## src/rtl/seg7_scan_driver.sv

```systemverilog
// ----------------------------------------------------------------------------
// seg7_scan_driver
//
// Time-multiplexed multi-digit 7-segment display driver. A packed BCD word is
// scanned one digit per slot onto a shared segment bus with one-hot digit
// enables. Each slot opens with a one-cycle blanking gap so the segment pattern
// of the previous digit never ghosts onto the next one. A full frame is
// rendered from a snapshot of the inputs taken at the start of the frame.
//
// Optional feature macro: SEG7_HEX_EN
//   defined   -> codes 10..15 render as hex letters A b C d E F
//   undefined -> codes 10..15 render blank
//
// Parameters
//   DIGITS       number of scanned digits (1..8)
//   PRESCALE     clock cycles per digit slot (>= 2)
//
// Ports
//   clk          system clock, rising edge
//   rst          synchronous active-high reset
//   value        packed nibbles, nibble k = value[4k+3:4k], digit 0 lowest
//   dp_mask      bit k lights the decimal point of digit k
//   en           1 = display on, 0 = segments off and no digit selected
//   inv          0 = common-anode (segment on = 0), 1 = active-high segments
//   blank_lz     1 = suppress leading zeros
//   seg          registered segment bus {p,g,f,e,d,c,b,a}
//   dig_sel      registered one-hot digit enable, active-high
//   frame_start  registered one-cycle pulse at the start of each frame
// ----------------------------------------------------------------------------
module seg7_scan_driver #(
    parameter int unsigned DIGITS   = 4,
    parameter int unsigned PRESCALE = 1000
) (
    input  logic                  clk,
    input  logic                  rst,
    input  logic [4*DIGITS-1:0]   value,
    input  logic [DIGITS-1:0]     dp_mask,
    input  logic                  en,
    input  logic                  inv,
    input  logic                  blank_lz,
    output logic [7:0]            seg,
    output logic [DIGITS-1:0]     dig_sel,
    output logic                  frame_start
);

    localparam int unsigned PW = (PRESCALE > 1) ? $clog2(PRESCALE) : 1;
    localparam int unsigned KW = (DIGITS > 1) ? $clog2(DIGITS) : 1;

    localparam logic [PW-1:0] PMAX = PW'(PRESCALE - 1);
    localparam logic [KW-1:0] KMAX = KW'(DIGITS - 1);

    // Active-high gfedcba glyph for one nibble.
    function automatic logic [6:0] decode(input logic [3:0] nib);
        logic [6:0] g;
        unique case (nib)
            4'h0: g = 7'b0111111;
            4'h1: g = 7'b0000110;
            4'h2: g = 7'b1011011;
            4'h3: g = 7'b1001111;
            4'h4: g = 7'b1100110;
            4'h5: g = 7'b1101101;
            4'h6: g = 7'b1111101;
            4'h7: g = 7'b0000111;
            4'h8: g = 7'b1111111;
            4'h9: g = 7'b1101111;
`ifdef SEG7_HEX_EN
            4'hA: g = 7'b1110111;
            4'hB: g = 7'b1111100;
            4'hC: g = 7'b0111001;
            4'hD: g = 7'b1011110;
            4'hE: g = 7'b1111001;
            4'hF: g = 7'b1110001;
`else
            4'hA, 4'hB, 4'hC, 4'hD, 4'hE, 4'hF: g = 7'b0000000;
`endif
            default: g = 7'b0000000;
        endcase
        return g;
    endfunction

    // ------------------------------------------------------------------
    // Slot / digit counters
    // ------------------------------------------------------------------
    logic [PW-1:0] p_q, p_d;
    logic [KW-1:0] k_q, k_d;
    logic          p_wrap;
    logic          slot_gap;    // first cycle of a slot
    logic          frame_edge;  // first cycle of a frame

    always_comb begin
        p_wrap     = (p_q == PMAX);
        p_d        = p_wrap ? '0 : p_q + 1'b1;
        k_d        = k_q;
        if (p_wrap) begin
            k_d = (k_q == KMAX) ? '0 : k_q + 1'b1;
        end
        slot_gap   = (p_q == '0);
        frame_edge = slot_gap && (k_q == '0);
    end

    // ------------------------------------------------------------------
    // Frame snapshot
    // ------------------------------------------------------------------
    logic [4*DIGITS-1:0] snap_value_q;
    logic [DIGITS-1:0]   snap_dp_q;
    logic                snap_blz_q;

    always_ff @(posedge clk) begin
        if (rst) begin
            snap_value_q <= '0;
            snap_dp_q    <= '0;
            snap_blz_q   <= 1'b0;
        end else if (frame_edge) begin
            snap_value_q <= value;
            snap_dp_q    <= dp_mask;
            snap_blz_q   <= blank_lz;
        end
    end

    // ------------------------------------------------------------------
    // Leading-zero detection: zero_from[i] = nibbles i..DIGITS-1 all zero.
    // ------------------------------------------------------------------
    logic [DIGITS:0]   zero_from;
    logic [DIGITS-1:0] lz_blank;

    always_comb begin
        zero_from         = '0;
        zero_from[DIGITS] = 1'b1;
        for (int i = int'(DIGITS) - 1; i >= 0; i--) begin
            zero_from[i] = zero_from[i+1] && (snap_value_q[4*i +: 4] == 4'h0);
        end
        lz_blank = '0;
        // Digit 0 always shows, even for an all-zero value.
        for (int i = 1; i < int'(DIGITS); i++) begin
            lz_blank[i] = snap_blz_q && zero_from[i];
        end
    end

    // ------------------------------------------------------------------
    // Current-digit selection and pattern build
    // ------------------------------------------------------------------
    logic [3:0]        cur_nib;
    logic              cur_dp;
    logic              cur_blank;
    logic [DIGITS-1:0] cur_onehot;

    always_comb begin
        cur_nib    = 4'h0;
        cur_dp     = 1'b0;
        cur_blank  = 1'b0;
        cur_onehot = '0;
        for (int i = 0; i < int'(DIGITS); i++) begin
            if (k_q == KW'(i)) begin
                cur_nib       = snap_value_q[4*i +: 4];
                cur_dp        = snap_dp_q[i];
                cur_blank     = lz_blank[i];
                cur_onehot[i] = 1'b1;
            end
        end
    end

    logic [7:0]        seg_on;   // active-high {p,g,f,e,d,c,b,a}
    logic [7:0]        seg_off;
    logic [7:0]        seg_d;
    logic [DIGITS-1:0] dig_sel_d;
    logic              lit;

    always_comb begin
        seg_on    = {cur_dp, cur_blank ? 7'b0000000 : decode(cur_nib)};
        seg_off   = inv ? 8'h00 : 8'hFF;
        // en and inv act live; only the digit content comes from the snapshot.
        lit       = en && !slot_gap;
        seg_d     = seg_off;
        dig_sel_d = '0;
        if (lit) begin
            seg_d     = inv ? seg_on : ~seg_on;
            dig_sel_d = cur_onehot;
        end
    end

    // ------------------------------------------------------------------
    // State and output registers
    // ------------------------------------------------------------------
    logic [7:0]        seg_q;
    logic [DIGITS-1:0] dig_sel_q;
    logic              frame_start_q;

    always_ff @(posedge clk) begin
        if (rst) begin
            p_q           <= '0;
            k_q           <= '0;
            seg_q         <= 8'hFF;
            dig_sel_q     <= '0;
            frame_start_q <= 1'b0;
        end else begin
            p_q           <= p_d;
            k_q           <= k_d;
            seg_q         <= seg_d;
            dig_sel_q     <= dig_sel_d;
            frame_start_q <= frame_edge;
        end
    end

    assign seg         = seg_q;
    assign dig_sel     = dig_sel_q;
    assign frame_start = frame_start_q;

endmodule
```

## config.mk

```make
export PLATFORM = sky130hd
export DESIGN_NAME = seg7_scan_driver
export DESIGN_NICKNAME = d
export VERILOG_FILES = /design/src/rtl/seg7_scan_driver.sv
export SDC_FILE = /design/constraint.sdc
export NUM_CORES = 1
export LEC_CHECK = 0
export BUFFER_PORTS_ARGS = -buffer_cell sky130_fd_sc_hd__buf_4
export CORE_ASPECT_RATIO = 0.9
export CORE_MARGIN = 2
export CORE_UTILIZATION = 45
export CTS_CLUSTER_DIAMETER = 100
export DETAILED_ROUTE_END_ITERATION = 10
export PLACE_DENSITY = 0.74
export SETUP_SLACK_MARGIN = 0.1
export SLEW_MARGIN = 15
export SYNTH_ARGS = -nofsm -noshare
export SYNTH_HDL_FRONTEND = slang
export SYNTH_SLANG_ARGS = --single-unit
```

## constraint.sdc

```tcl
create_clock -name clk -period 3.1 [get_ports clk]
set_input_delay 0.31 -clock clk [delete_from_list [all_inputs] [get_ports clk]]
set_output_delay 0.31 -clock clk [all_outputs]
set_load 0.05 [all_outputs]
```

# Yosys cells after proc, flatten, opt, wreduce, memory -nomap -nowiden
# Memories as Yosys holds them, arrays and structs flattened.
# Cells that the tools add are included.
[word_totals]
latchBits = 0
memories = 1
reg_bits = 46
ram_bits = 0
inputBits = 25
wordCells = 52
mem_bits_ro = 112
[mem_list]
columns = ["name", "words", "width", "read_ports", "rd_ports_with_merged_regs", "wr", "line_no", "source"]
rows = [
  ["(name not given)", 16, 7, 1, 0, 0, "55", "unique case (nib)"],
]
[classes]
mux = 20
n_eq_ne = 4
bitwise = 2
n_shift = 0
addsub = 2
order_cmp = 0
n_div = 0
mul = 0
n_reduce_logical = 15
[ops]
columns = ["op", "n"]
rows = [
  ["8-bit two-way mux", 3],
  ["4-bit two-way mux", 4],
  ["4-bit logical NOT", 3],
  ["1-bit two-way mux", 11],
  ["10-bit by 1-bit adder with 10-bit output, second input constant", 1],
  ["10-bit equality test, second input constant", 1],
  ["10-bit logical NOT", 1],
  ["8-bit inverter", 1],
  ["1-bit logical AND", 7],
  ["7-bit two-way mux", 1],
  ["2-bit equality test, second input constant", 2],
  ["2-bit OR reduction", 2],
  ["2-bit by 1-bit adder with 2-bit output, second input constant", 1],
  ["2-bit by 1-bit equality test with 1-bit output, second input constant", 1],
  ["2-bit logical NOT", 1],
  ["2-bit two-way mux", 1],
  ["1-bit logical NOT", 1],
  ["1-bit inverter", 1],
]

# Logic depth before layout (Yosys ltp)
[depth]
ltp_word = 11
ltp_mapped = 13
depth_no_buf = 12

# Worst setup path before layout
# No wires, ideal clock.
[synth_path]
kind = "register to register"
startpoint = "register k_q[1]"
endpoint = "register seg_q[5] (netlist: seg[5])"
synth_period_minus_slack_ns = 2.302
arrival_time_ns = 2.230
required_ns = 3.028
setup_time_ns = 0.072
stages_incl_launch_ff = 11
n_path_buf = 1
setup_slack_ns = 0.798
path_cell_list = "dfxtp_1 inv_1 ha_1 buf_2 nand3b_1 a221oi_2 inv_1 ha_1 and2_1 o311ai_1 mux2i_1"
[synth_via]
elab_chain_cells = 10
word_cells_on_any_way = 16
[synth_lines]
columns = ["item", "line_no", "source"]
rows = [
  ["start, declared", "85", "logic [KW-1:0] k_q, k_d;"],
  ["start signal, assigned", "197", "k_q <= k_d;"],
  ["2-bit logical NOT", "153", "if (k_q == KW'(i)) begin"],
  ["4-bit two-way mux (4 in series)", "153", ""],
  ["memory read 16 x 7 bit", "n/a", ""],
  ["7-bit two-way mux *", "169", "seg_on = {cur_dp, cur_blank ? 7'b0000000 : decode(cur_nib)};"],
  ["8-bit inverter", "176", "seg_d = inv ? seg_on : ~seg_on;"],
  ["8-bit two-way mux *", "176", ""],
  ["8-bit two-way mux *", "175", "if (lit) begin"],
  ["end signal, assigned", "198", "seg_q <= seg_d;"],
  ["end, declared", "184", "logic [7:0] seg_q;"],
]
# Mark *: on every way between the ends. The rest lies on a longest branch, timed or not.
# A chain may end at the register's enable or synchronous reset.

# Worst setup path in the final report
[layout_path]
startpoint = "register k_q[0]"
endpoint = "register seg_q[5] (netlist: seg[5])"
# The elaborated chain is that of the path after synthesis.

==> impl_summary.log <==
INFO  metric synth_largest_type_area_fraction = 0.415
INFO  metric core = 0.00480 mm^2
INFO  metric layout.cells.most_common = dfxtp_1
INFO  metric synth_top_family_by_area = simple AND/OR/NAND/NOR gates
INFO  metric synth_edf_count = 0
INFO  metric grt_usage = 0.165
INFO  metric critical_path.max_stage_delay = 590 ps
INFO  metric dp_hpwl = 3150 um
INFO  metric mappedNetlistNets = 265
INFO  metric nets = 298
INFO  metric syn_area = 0.00222 mm^2
INFO  metric report.final.slew_viol_count = 0
INFO  metric critPathMaxFanout = 19
INFO  metric chipHeight = 70.6 um
INFO  metric holdBufCountCts = 0
INFO  metric clock.fmax = 370 MHz
INFO  metric synth.yosys.warnings = 0
INFO  metric synth_cell_types = 45
INFO  metric grt_pass1_vias = 1532
INFO  metric max_cap_viol_count = 0
INFO  metric unrepaired_setup_endpoints_after_global_routing = false
INFO  metric top_level_ports = 38
INFO  metric synth_top_cells_by_area = dfxtp_1, mux2i_1, ha_1
INFO  metric area_delta_synth_final = 18.5%
INFO  metric totalNegativeSetupSlack = 0 ps
INFO  metric cts.path.max_buffers = 2
INFO  metric start_kind = register
INFO  metric place_congestion = 0.844
INFO  metric post_synth_fa_ha_maj_area_fraction = 0.0677
INFO  metric postSynthAreaPerCell = 9.73 um^2
INFO  metric irDropWorstVdd = 218 uV
INFO  metric grt_antenna_before_repair = 0
INFO  metric critical-path-top-cell-by-count = ha_1
INFO  metric start_util = 0.462
INFO  metric grt_remaining_overflow = 0
INFO  metric muxShareOfSynthArea = 0.140
INFO  metric seq_area_frac_synth = 0.415
INFO  metric timing.final.setup_violations = 0
INFO  metric cp_cell_sequence = ha_1 -> a211oi_1 -> a221oi_2 -> inv_1 -> ha_1 -> and2_1 -> o311ai_1 -> mux2i_1
INFO  metric worst_ep_required_time = 3330 ps
INFO  metric critical_path_arrival = 2930 ps
INFO  metric clkLatencyLatePin = 300 ps
INFO  metric synth_cells = 228
INFO  metric yosys_register_bits = 46
INFO  metric tritoncts = yes
INFO  metric finalHoldWorstSlack = 235 ps
INFO  metric cp_top_family = compound AO/OA/AOI/OAI gates
INFO  metric post_route_cells_drive_above_1_share = 0.210
INFO  metric largest_net_degree_at_the_start_of_global_routing = 32
INFO  metric worst_setup_hold_path_clk_slew = 90 ps
INFO  metric worst_path_max_delay_cell = ha_1
INFO  metric static-leakage-power = 0.00118 uW
INFO  metric async_reset_ff_frac = 0
INFO  metric firstDrtPassIters = 4
INFO  metric tightest_slew = 695 ps
INFO  metric crit_buf_inv = 1
INFO  metric synth.largest_area_cell = dfxtp_1
INFO  metric report.final.hold_viol_count = 0
INFO  metric average_vias_per_placed_instance = 5.13
INFO  metric gr-usage-met3 = 0.0510
INFO  metric ant_nets = 0
INFO  metric number_of_buffers_inserted_during_clock_tree_synthesis = 5
INFO  metric final_min_period_over_clock_period = 0.871
INFO  metric timing.setup.critical_path_class = register to register
INFO  metric postCtsSetupBuffers = 0
INFO  metric worstSetupEndpointType = register
INFO  metric antenna-diode-count = 0
INFO  metric h-tree-depth = 2
INFO  metric die-width = 78.0 um
INFO  metric synth_simple_gate_area_share = 0.186
INFO  metric cts.sinks = 46
INFO  metric remaining_drc_errors = 0
INFO  metric wire_length_of_the_first_global_routing_pass = 7200 um
INFO  metric clock_skew = 5.86 ps
INFO  metric initialDrtViolationCount = 118
INFO  metric global_route.usage.met1 = 0.238
INFO  metric wirelength = 4340 um
INFO  metric type_of_the_tightest_min_delay_check = input pin to register
INFO  metric yosys.area_share.xor_xnor = 0.0316
INFO  metric wl_per_cell = 13.3 um
INFO  metric max_slew_margin = 0.535
INFO  metric run_status = finished, final reports clean
INFO  metric met2_usage = 0.236
INFO  metric root_buffer = clkbuf_8
INFO  metric placement_rows = 24
INFO  metric post_cts_resize_count = 0
INFO  metric synth_compound_area_frac = 0.115
INFO  metric grt_most_used_layer = met1
INFO  metric commonest_non_fill_non_tap_cells_in_the_layout = dfxtp_1, nor2_1, buf_4
INFO  metric floorplan.die_area = 0.00551 mm^2
INFO  metric power_density = 520 mW/mm^2
INFO  metric io_buffer_count = 37
INFO  metric vias = 1679
INFO  metric ys_dominant_reg_cell = dfxtp_1
INFO  metric period_minus_slack = 2700 ps
-- cells by family after synthesis --
logic type	count (synthesis)
AO/OA/AOI/OAI	29
XOR/XNOR	8
adder cells (fa/ha/maj)	12
buffers and inverters	21
flip-flops	46
multiplexers	31
AND/OR/NAND/NOR	81
-- layout make-up --
cell class	instances	area (um^2)
tap	65	81.3
clock inverter	3	43.8
timing repair buffer	37	278
inverter	10	37.5
sequential	46	921
clock buffer	5	68.8
multi-input combinational	161	1200
fill	464	2180
-- synthesized netlist by cell type, types with 2 or more instances --
master	n
inv_1	10
xor2_1	3
dfxtp_1	46
a211oi_1	4
nor2_1	40
nor4_1	3
clkbuf_1	5
a211o_1	2
nor3b_1	3
a21oi_1	5
nand2_1	8
nand3b_1	4
nand3_1	3
a221oi_2	2
buf_2	4
xnor2_1	5
and2_1	5
ha_1	12
and3b_1	2
o211ai_1	4
nor2b_1	2
buf_6	2
mux2i_1	31
o311ai_1	2
-- where the power goes --
group	switching [uW]	internal [uW]	leakage [uW]	total [uW]
sequential	26.4	632	0.000378	658
combinational	148	115	0.000739	263
clock	204	242	0.0000585	446
-- metal layers --
| metal | part of all wire | vias up |
|---|---|---|
| li1 | - | 857 |
| met3 | 0.054 | 5 |
| met5 | 0 | - |
| met2 | 0.43 | 37 |
| met4 | 0.012 | 0 |
| met1 | 0.51 | 780 |
-- path summary, 6_finish.rpt --
kind / start / endpoint / slack (ps) / depth (start not counted)
hold / removal: dp_mask[0] / snap_dp_q[0] / 240 / 3
setup / recovery: k_q[0] / seg[5] / 400 / 8
hold reg to reg: p_q[0] / p_q[0] / 470 / 1
setup reg to reg: k_q[0] / seg[5] / 400 / 8
-- flip-flops by register name (all words and copies together) (netlist names) --
register and flops:
k_q 2, snap_value_q 16, snap_blz_q 1, snap_dp_q 4, dig_sel 4, p_q 10
frame_start 1, seg 8
-- stage by stage --
step / area (um^2) / setup slack [ps] / total power [uW] / cells / util
after floorplan: 2220 / 798 / 864 / 228 / -
after global placement: 2520 / 576 / 929 / 319 / 0.524
after detailed placement: 2520 / 437 / 935 / 319 / 0.524
after CTS: 2630 / 386 / 1380 / 327 / 0.547
after global routing: 2630 / 146 / 1430 / 327 / 0.547
final: 2630 / 399 / 1370 / 327 / 0.547
-- worst min-delay path: stages --
cell,delay [ps]
buf_4,80
mux2i_1,50
nor2_1,70
No activity file was read; power rests on OpenSTA's default activity.
